===== src/rtl/verifier_check_eval_c012.sv =====
// Sumcheck verifier round consumer: checks f(0)+f(1) against the previous
// claim and evaluates f(tau) by Horner's rule, sharing one modular adder and
// one serial modular multiplier under a small sequencing FSM.

`ifndef F_NBITS
`define F_NBITS 32
`endif
`ifndef F_PRIME
`define F_PRIME 32'hFFFF_FFFB
`endif

// Single-cycle modular adder: result and ready_pulse appear the cycle after en.
module field_adder (
    input  logic                clk,
    input  logic                rstb,
    input  logic                en,
    input  logic [`F_NBITS-1:0] a,
    input  logic [`F_NBITS-1:0] b,
    output logic                ready_pulse,
    output logic [`F_NBITS-1:0] sum
);
    localparam int W = `F_NBITS;
    localparam logic [W-1:0] P = `F_PRIME;

    logic [W:0]   raw;
    logic [W-1:0] reduced;

    // One conditional subtraction suffices because both operands are below p.
    always_comb begin
        raw     = {1'b0, a} + {1'b0, b};
        reduced = (raw >= {1'b0, P}) ? (raw[W-1:0] - P) : raw[W-1:0];
    end

    // Capture the sum on a launch and flag completion one cycle later.
    always_ff @(posedge clk or negedge rstb) begin
        if (!rstb) begin
            ready_pulse <= 1'b0;
            sum         <= '0;
        end else begin
            ready_pulse <= en;
            if (en) begin
                sum <= reduced;
            end
        end
    end
endmodule

// Serial double-and-add modular multiplier, one bit of b per cycle, MSB first.
module field_multiplier (
    input  logic                clk,
    input  logic                rstb,
    input  logic                en,
    input  logic [`F_NBITS-1:0] a,
    input  logic [`F_NBITS-1:0] b,
    output logic                ready,
    output logic                ready_pulse,
    output logic [`F_NBITS-1:0] prod
);
    localparam int W  = `F_NBITS;
    localparam int CW = $clog2(W + 1);
    localparam logic [W-1:0] P = `F_PRIME;

    logic [CW-1:0] cnt;
    logic [W-1:0]  a_r;
    logic [W-1:0]  b_r;
    logic [W:0]    dbl;
    logic [W-1:0]  dbl_red;
    logic [W-1:0]  addend;
    logic [W:0]    acc_sum;
    logic [W-1:0]  step;

    // One iteration: acc = 2*acc + bit*a, each partial result kept below p.
    always_comb begin
        dbl     = {prod, 1'b0};
        dbl_red = (dbl >= {1'b0, P}) ? (dbl[W-1:0] - P) : dbl[W-1:0];
        addend  = b_r[W-1] ? a_r : '0;
        acc_sum = {1'b0, dbl_red} + {1'b0, addend};
        step    = (acc_sum >= {1'b0, P}) ? (acc_sum[W-1:0] - P) : acc_sum[W-1:0];
    end

    // Launch clears the accumulator; ready stays low until all bits are consumed.
    always_ff @(posedge clk or negedge rstb) begin
        if (!rstb) begin
            cnt         <= '0;
            a_r         <= '0;
            b_r         <= '0;
            prod        <= '0;
            ready       <= 1'b1;
            ready_pulse <= 1'b0;
        end else begin
            ready_pulse <= 1'b0;
            if (en) begin
                a_r   <= a;
                b_r   <= b;
                prod  <= '0;
                cnt   <= CW'(W);
                ready <= 1'b0;
            end else if (!ready) begin
                prod <= step;
                b_r  <= b_r << 1;
                cnt  <= cnt - 1'b1;
                if (cnt == CW'(1)) begin
                    ready       <= 1'b1;
                    ready_pulse <= 1'b1;
                end
            end
        end
    end
endmodule

module verifier_check_eval_c012 (
    input  logic                clk,
    input  logic                rstb,
    input  logic                en,
    input  logic [`F_NBITS-1:0] c [3],
    input  logic [`F_NBITS-1:0] prev,
    input  logic [`F_NBITS-1:0] tau,
    output logic                ready,
    output logic                ready_pulse,
    output logic                ok,
    output logic [`F_NBITS-1:0] eval
);
    localparam int W = `F_NBITS;

    typedef enum logic [3:0] {
        IDLE, A0, A1, A2, CMP, A3, M1, A4, DONE
    } state_t;

    state_t       state, next_state;
    logic         issued, next_issued;
    logic         en_dly, ready_dly, start;

    logic         add_en, add_rp;
    logic [W-1:0] add_a, add_b, add_sum;
    logic         mul_en, mul_ready, mul_rp;
    logic [W-1:0] mul_a, mul_b, m;

    logic [W-1:0] c0_r, c1_r, c2_r, prev_r, tau_r;
    logic [W-1:0] t, h;
    logic         sum_ok;

    field_adder u_add (
        .clk         (clk),
        .rstb        (rstb),
        .en          (add_en),
        .a           (add_a),
        .b           (add_b),
        .ready_pulse (add_rp),
        .sum         (add_sum)
    );

    field_multiplier u_mul (
        .clk         (clk),
        .rstb        (rstb),
        .en          (mul_en),
        .a           (mul_a),
        .b           (mul_b),
        .ready       (mul_ready),
        .ready_pulse (mul_rp),
        .prod        (m)
    );

    // State register plus the "unit op already launched" flag for the current state.
    always_ff @(posedge clk or negedge rstb) begin
        if (!rstb) begin
            state  <= IDLE;
            issued <= 1'b0;
        end else begin
            state  <= next_state;
            issued <= next_issued;
        end
    end

    // Sequencing: each op state launches its unit once, then waits for its pulse.
    always_comb begin
        next_state  = state;
        next_issued = issued;
        start       = 1'b0;
        add_en      = 1'b0;
        add_a       = '0;
        add_b       = '0;
        mul_en      = 1'b0;
        mul_a       = '0;
        mul_b       = '0;
        ready       = 1'b0;
        case (state)
            IDLE: begin
                ready = 1'b1;
                if (en && !en_dly) begin
                    start       = 1'b1;
                    next_state  = A0;
                    next_issued = 1'b0;
                end
            end
            A0: begin
                add_a = c0_r;
                add_b = c1_r;
                mul_a = c2_r;
                mul_b = tau_r;
                if (!issued) begin
                    add_en      = 1'b1;
                    mul_en      = 1'b1;
                    next_issued = 1'b1;
                end else if (add_rp) begin
                    next_state  = A1;
                    next_issued = 1'b0;
                end
            end
            A1: begin
                add_a = t;
                add_b = c2_r;
                if (!issued) begin
                    add_en      = 1'b1;
                    next_issued = 1'b1;
                end else if (add_rp) begin
                    next_state  = A2;
                    next_issued = 1'b0;
                end
            end
            A2: begin
                add_a = t;
                add_b = c0_r;
                if (!issued) begin
                    add_en      = 1'b1;
                    next_issued = 1'b1;
                end else if (add_rp) begin
                    next_state  = CMP;
                    next_issued = 1'b0;
                end
            end
            CMP: begin
                next_state = A3;
            end
            A3: begin
                add_a = m;
                add_b = c1_r;
                if (!issued) begin
                    if (mul_ready) begin
                        add_en      = 1'b1;
                        next_issued = 1'b1;
                    end
                end else if (add_rp) begin
                    next_state  = M1;
                    next_issued = 1'b0;
                end
            end
            M1: begin
                mul_a = h;
                mul_b = tau_r;
                if (!issued) begin
                    mul_en      = 1'b1;
                    next_issued = 1'b1;
                end else if (mul_rp) begin
                    next_state  = A4;
                    next_issued = 1'b0;
                end
            end
            A4: begin
                add_a = h;
                add_b = c0_r;
                if (!issued) begin
                    add_en      = 1'b1;
                    next_issued = 1'b1;
                end else if (add_rp) begin
                    next_state  = DONE;
                    next_issued = 1'b0;
                end
            end
            DONE: begin
                ready      = 1'b1;
                next_state = IDLE;
            end
            default: begin
                next_state  = IDLE;
                next_issued = 1'b0;
            end
        endcase
        ready_pulse = ready & ~ready_dly;
    end

    // Operand latches, temporaries and results; ok/eval change only on entry to DONE.
    always_ff @(posedge clk or negedge rstb) begin
        if (!rstb) begin
            en_dly    <= 1'b1;
            ready_dly <= 1'b1;
            c0_r      <= '0;
            c1_r      <= '0;
            c2_r      <= '0;
            prev_r    <= '0;
            tau_r     <= '0;
            t         <= '0;
            h         <= '0;
            sum_ok    <= 1'b0;
            ok        <= 1'b0;
            eval      <= '0;
        end else begin
            en_dly    <= en;
            ready_dly <= ready;
            if (start) begin
                c0_r   <= c[0];
                c1_r   <= c[1];
                c2_r   <= c[2];
                prev_r <= prev;
                tau_r  <= tau;
            end
            if ((state == A0 || state == A1 || state == A2) && issued && add_rp) begin
                t <= add_sum;
            end
            if (state == CMP) begin
                sum_ok <= (t == prev_r);
            end
            if (state == A3 && issued && add_rp) begin
                h <= add_sum;
            end
            if (state == M1 && issued && mul_rp) begin
                h <= m;
            end
            if (state == A4 && issued && add_rp) begin
                eval <= add_sum;
                ok   <= sum_ok;
            end
        end
    end
endmodule

===== config.mk =====
export PLATFORM = sky130hd
export DESIGN_NAME = verifier_check_eval_c012
export DESIGN_NICKNAME = d
export VERILOG_FILES = /design/src/rtl/verifier_check_eval_c012.sv
export SDC_FILE = /design/constraint.sdc
export NUM_CORES = 1
export LEC_CHECK = 0
export ABC_CLOCK_PERIOD_IN_PS = 6500
export BUFFER_PORTS_ARGS = -buffer_cell sky130_fd_sc_hd__buf_2
export CAP_MARGIN = 30
export CORE_MARGIN = 1
export CORE_UTILIZATION = 40
export CTS_CLUSTER_SIZE = 20
export DETAILED_ROUTE_END_ITERATION = 12
export SYNTH_ARGS = -nofsm -noshare
export SYNTH_HDL_FRONTEND = slang
export SYNTH_SLANG_ARGS = --single-unit
export TNS_END_PERCENT = 50

===== constraint.sdc =====
create_clock -name clk -period 6.5 [get_ports clk]
set_input_delay 0.65 -clock clk [delete_from_list [all_inputs] [get_ports clk]]
set_output_delay 0.65 -clock clk [all_outputs]
set_load 0.02 [all_outputs]

# Yosys cells after proc, flatten, opt, wreduce, memory -nomap -nowiden
# Cells that the tools add are included.
# totals
regBits,402
input_bits,163
out_inout_bits,35
wordCells,131
# classes
n_addsub,6
order_cmp,3
eq_ne,24
muxes,50
bitwise_logic,3
reduce_logical,23
# ops
cell,count
$mux 32,11
$pmux 32 s4,1
$ge 33x32->1 const B,3
$pmux 32 s3,1
$sub 32x32->32 const B,3
$add 32x32->33,2
$pmux 32 s2,1
$mux 4,13
$eq 32x32->1,1
$pmux 4 s8,1
$mux 1,18
$eq 4x3->1 const B,4
$ne 2x2->1 const B,8
$reduce_and 13->1,1
$mux 6,2
$ne 2x1->1 const B,6
$reduce_or 2->1,6
$logic_and 1x1->1,9
$eq 4x2->1 const B,2
$eq 6x1->1 const B,1
$sub 6x1->6 const B,1
$pmux 1 s5,1
$eq 4x1->1 const B,1
$eq 4x4->1 const B,1
9 further kinds,11

# Depth between registers and ports, before layout
# depth
ltp_word,7
depth_mapped,25
depth_no_buf,22

# Modules after synthesis
# Synthesis repeated with hierarchy kept, for this count alone.
# hier_totals
cells_unflattened,2435
hier_area_um2,24614.9
# by_module_without_submodules
module,instances,cells_each,area_each_um2,seq_area_each_um2
verifier_check_eval_c012,1,965,12398.1,6633.9
field_multiplier,1,881,7721.2,2603.7
field_adder,1,589,4495.6,825.8

# Least setup slack after synthesis
# No wires, ideal clock.
# synth_timing
kind,register to register
from,register u_mul.prod[10]
to,register u_mul.prod[20]
setup_time_ps,141
arrival_ps,5707
t_required_ps,6359
setup_slack_ps,652
stages_incl_launch_ff,26
n_path_buf,4
synth_period_minus_slack_ps,5848
cell_sequence,dfrtp_1 clkbuf_1 nand4_1 nor3b_1 nand3_1 o31ai_1 nand2b_1 or3_1 nor2_1 nand2_1 xnor2_1 ha_1 clkbuf_1 a21oi_1 o21ai_0 or3_1 o21ai_0 nor3b_1 nand4b_1 nor3_2 nand4_2 o31a_1 buf_4 buf_2 o31ai_1 a31oi_1
# synth_via
elab_chain_len,7
elab_cells_between_ends,9
cone_classes,add/sub: 3; order compare: 2; mux: 4
# synth_lines
item,line,rtl
from (decl),57,output logic [`F_NBITS-1:0] prod
from (signal assigned),99,prod <= step;
$sub 32x32->32 / $ge 33x32->1 (equally long branches),75,"dbl_red = (dbl >= {1'b0, P}) ? (dbl[W-1:0] - P) : dbl[W-1:0];"
$mux 32 (*),75,
$add 32x32->33 (*),77,"acc_sum = {1'b0, dbl_red} + {1'b0, addend};"
$sub 32x32->32 / $ge 33x32->1 (equally long branches),78,"step = (acc_sum >= {1'b0, P}) ? (acc_sum[W-1:0] - P) : acc_sum[W-1:0];"
$mux 32 (*),78,
$mux 32 (*),98,end else if (!ready) begin
$mux 32 (*),92,if (en) begin
# Every way passes the cells marked *; elsewhere a longest branch is shown, timed or not. The select of a mux whose other input is x is not followed.
# A chain may end at the register's enable or synchronous reset.

# Worst setup path in the final report
# layout_timing
from,register u_mul.prod[14]
to,register u_mul.prod[9]
# layout_via
elab_chain_len,7
elab_cells_between_ends,9
cone_classes,add/sub: 3; order compare: 2; mux: 4
# layout_lines
item,line
$ge 33x32->1 / $sub 32x32->32 (equally long branches),75
$mux 32 (*),75
$add 32x32->33 (*),77
$sub 32x32->32 / $ge 33x32->1 (equally long branches),78
$mux 32 (*),78
$mux 32 (*),98
$mux 32 (*),92
# Marked as above.

==> out/results.tsv <==
stage	metric	value	unit
run_status	status	finished, violations left	
run_status	failing checks	DRC, hold timing	
timing	final worst slack	0.2632	ns
worst_setup_path	worst setup path category	reg2reg	
placed_design	Final GP Congestion	0.9438	
worst_setup_path	critical path arrival	6.75	ns
finish	NumNets Final	2854	
run	max cap viols	0	
global_routing	Top Usage Layer GRT	met2	
worst_setup_path	endpoint type of the worst setup path	flop	
timing	FMAX	160.3	MHz
global_routing	vias in the first global route	19925	
synthesis	Post-Syn Instances	2454	
pwr	Internal Power	4.080	mW
floorplanning	Starting Density	40.57	%
clock_network	H-tree Lvls	2	
min_path	worst hold path class	in2async	
pwr	Comb pwr share	2.0	%
global_routing	met3 Use GR	3.831	%
drt	final WL	78640	um
synthesis	ys flop type	dfrtp_1	
clock_network	Clock Path Buffers	3	
timing	minimum clock period	6.237	ns
timing	Post-Route Setup TNS	0	ns
floorplanning	DIE HEIGHT	247.1	um
drt	antenna viol nets, final	0	
pwr	switching power	1.191	mW
drt	DRT iter0 DRCs	1868	
global_routing	initial antenna violation count	0	
synthesis	number of flops mapped to enable cells by yosys	0	
finish	diode count	0	
synthesis	Ys Warns	0	
placed_design	port bufs	197	
finish	most frequent cells in the layout	dfrtp_1 (397), nand2_1 (236), mux2_2 (228), buf_2 (196), nor2_1 (154)	
placed_design	post-DP HPWL	59120	um
global_routing	first-pass GRT wire length	120300	um
synthesis	Syn Std Cell Area	0.02404	mm2
drt	routed vias	20566	
pwr	Reg power frac	47.5	%
placed_design	pre-CTS setup slack	0.3010	ns
floorplanning	Top Ports	198	
timing	Layout Skew	0.02505	ns
drt	vias per cell	5.998	
worst_setup_path	Critical Path Fanout Max	15	
clock_network	setup bufs post-CTS	0	
clock_network	Num CTS Buffers	47	
synthesis	Synth cell types	97	
placed_design	placed inst area	0.02607	mm2
synthesis	Mean Syn Cell Area	9.794	um2
worst_setup_path	crit start category	flop	
pwr	switching share of total power	22.60	%
drt	WL/cell	22.93	um
worst_setup_path	Worst Path Required	7.01	ns
timing	period utilisation layout	95.95	%
pwr	VDD IR-drop max	155.0	uV
synthesis	Syn Nets	2689	
global_routing	GRT met1 Usage	36.33	%
timing	Hold WS	-0.007099	ns
pwr	clock power share	50.5	%
floorplanning	core area	0.05924	mm2
finish	finished layout cell area	0.02768	mm2
finish	fillers	5547	
floorplanning	die area	0.06107	mm2
clock_network	# clock sinks	402	
clock_network	Skew-Pair Late Insertion Delay	0.61	ns
finish	most common cell after layout, fill and taps aside	dfrtp_1	
drt	drt pass-1 iters	12	
pwr	Pwr per Cell Area	190.5	mW/mm2
finish	area grow syn2layout	15.15	%
clock_network	CTS clk-pin slew, worst paths	0.08	ns
global_routing	total track usage	25.75	%
timing	worst slew pin tran	0.8258	ns
finish	layout cells sized above 1	24.06	%
synthesis	Seq/Total Area, Yosys	41.87	%
timing	Slew headroom	44.08	%
clock_network	CTS root buffer	clkbuf_16	
global_routing	GRT Residual Overflow	0	
clock_network	CTS tree	yes	
pwr	leakage	13.19	nW
synthesis	number of synthesized register bits	402	
global_routing	largest net degree at the start of global routing	145	
timing	Setup violations, final	0	
floorplanning	Die X-Extent	247.1	um
timing	Fin. Hold Viols	2	
finish	final core occ	46.72	%
timing	Slew Limit Fails	0	
floorplanning	Placement Rows	89	
synthesis	async set-reset flop share out of synthesis	100.0	%
drt	DRC viols	2	
global_routing	met2 global-route usage	40.49	%
==> final timing paths <==
check | from | end | slack, ns | cells past startpoint
setup / recovery | u_mul.prod[14] | u_mul.prod[9] | 0.26 | 18
hold / removal | rstb | prev_r[4] | -0.007 | 1
setup reg to reg | u_mul.prod[14] | u_mul.prod[9] | 0.26 | 18
hold reg to reg | tau_r[0] | u_mul.b_r[0] | 0.46 | 2
max in group asynchronous | rstb | tau_r[29] | 5.25 | 2
min in group clk | en | en_dly | 0.17 | 1
==> through the flow <==
stage               cells  total power, mW
detailed placement   3343            2.658
CTS                  3429            5.333
finish               3429            5.272
floorplan            2454            2.551
global placement     3340            2.656
global route         3429            5.434
==> metal layers <==
metal	wire length, um	vias up
met5	0	-
met4	2448	0
met3	5155	120
met2	35830	800
met1	35210	10221
li1	-	9425
==> power groups by stage <==
stage | Sequential [mW] | Clock, mW | Combinational [mW]
global route | 2.50 | 2.81 | 0.119
floorplan | 2.55 | 0 | 0.00170
detailed placement | 2.55 | 0 | 0.109
finish | 2.50 | 2.66 | 0.104
global placement | 2.55 | 0 | 0.107
CTS | 2.50 | 2.72 | 0.110
==> layout make-up <==
type / count / area [um2] / share of cell area, %
multi-input cells: 1848 / 13300 / 48.07
clock inverters: 17 / 181.4 / 0.6555
inverters: 56 / 210.2 / 0.7595
clock buffers: 69 / 1360 / 4.914
flip-flops and latches: 402 / 10070 / 36.38
repair buffers: 264 / 1585 / 5.728
well taps: 773 / 967.2 / 3.495
==> Yosys cell counts (46+ instances only) <==
library cell / instances / area [um2]
dfrtp_1: 399 / 9985
nand2_1: 237 / 889.6
mux2_2: 228 / 2567
nor2_1: 161 / 604.3
o21ai_0: 136 / 680.7
a21oi_1: 116 / 580.6
clkbuf_1: 113 / 424.2
a22oi_1: 98 / 735.7
xnor2_1: 72 / 630.6
mux2i_1: 71 / 710.7
ha_1: 70 / 875.8
nand3_1: 60 / 300.3
nor3_1: 56 / 280.3
inv_1: 55 / 206.5
and2_1: 48 / 300.3
nand4_1: 46 / 287.8
==> repair_timing <==
action,CTS,global route
setup endpoints to repair,0,36
gates resized for setup,0,15
hold buffers,0,0
==> logic make-up (layout without fill, tap and decap cells) <==
kind of cell,count (synthesis),after routing,share of synthesized area (%)
AND/OR/NAND/NOR,756,756,15.58
flip-flops,402,402,41.87
buffers and inverters,204,406,3.337
XOR/XNOR,111,111,4.045
adder cells (fa/ha/maj),72,72,3.811
multiplexers,299,299,13.64
AO/OA/AOI/OAI,610,610,17.73
==> flip-flops by register name (all words and copies together) (netlist names), 6 cells and up <==
register and flops:
c0_r 32, c1_r 32, c2_r 32, eval 32, h 32, prev_r 32
t 32, tau_r 32, u_add.sum 32, u_mul.a_r 32, u_mul.b_r 32, u_mul.prod 32
u_mul.cnt 6
==> critical path, cell delays in order (launching register included) <==
cell	delay, ns
dfrtp_1	0.48
and4_1	0.27
and3_1	0.29
nand3_1	0.15
o31ai_2	0.27
buf_4	0.21
mux2_2	0.35
ha_1	0.40
and3_1	0.22
a221oi_4	0.41
or3_1	0.25
nand2_1	0.12
a311oi_1	0.61
nand4b_1	0.21
nor2_1	0.31
nand4_1	0.40
o31a_4	0.50
or4_1	0.49
a31oi_1	0.17
Power figures use the tool's default switching activity.
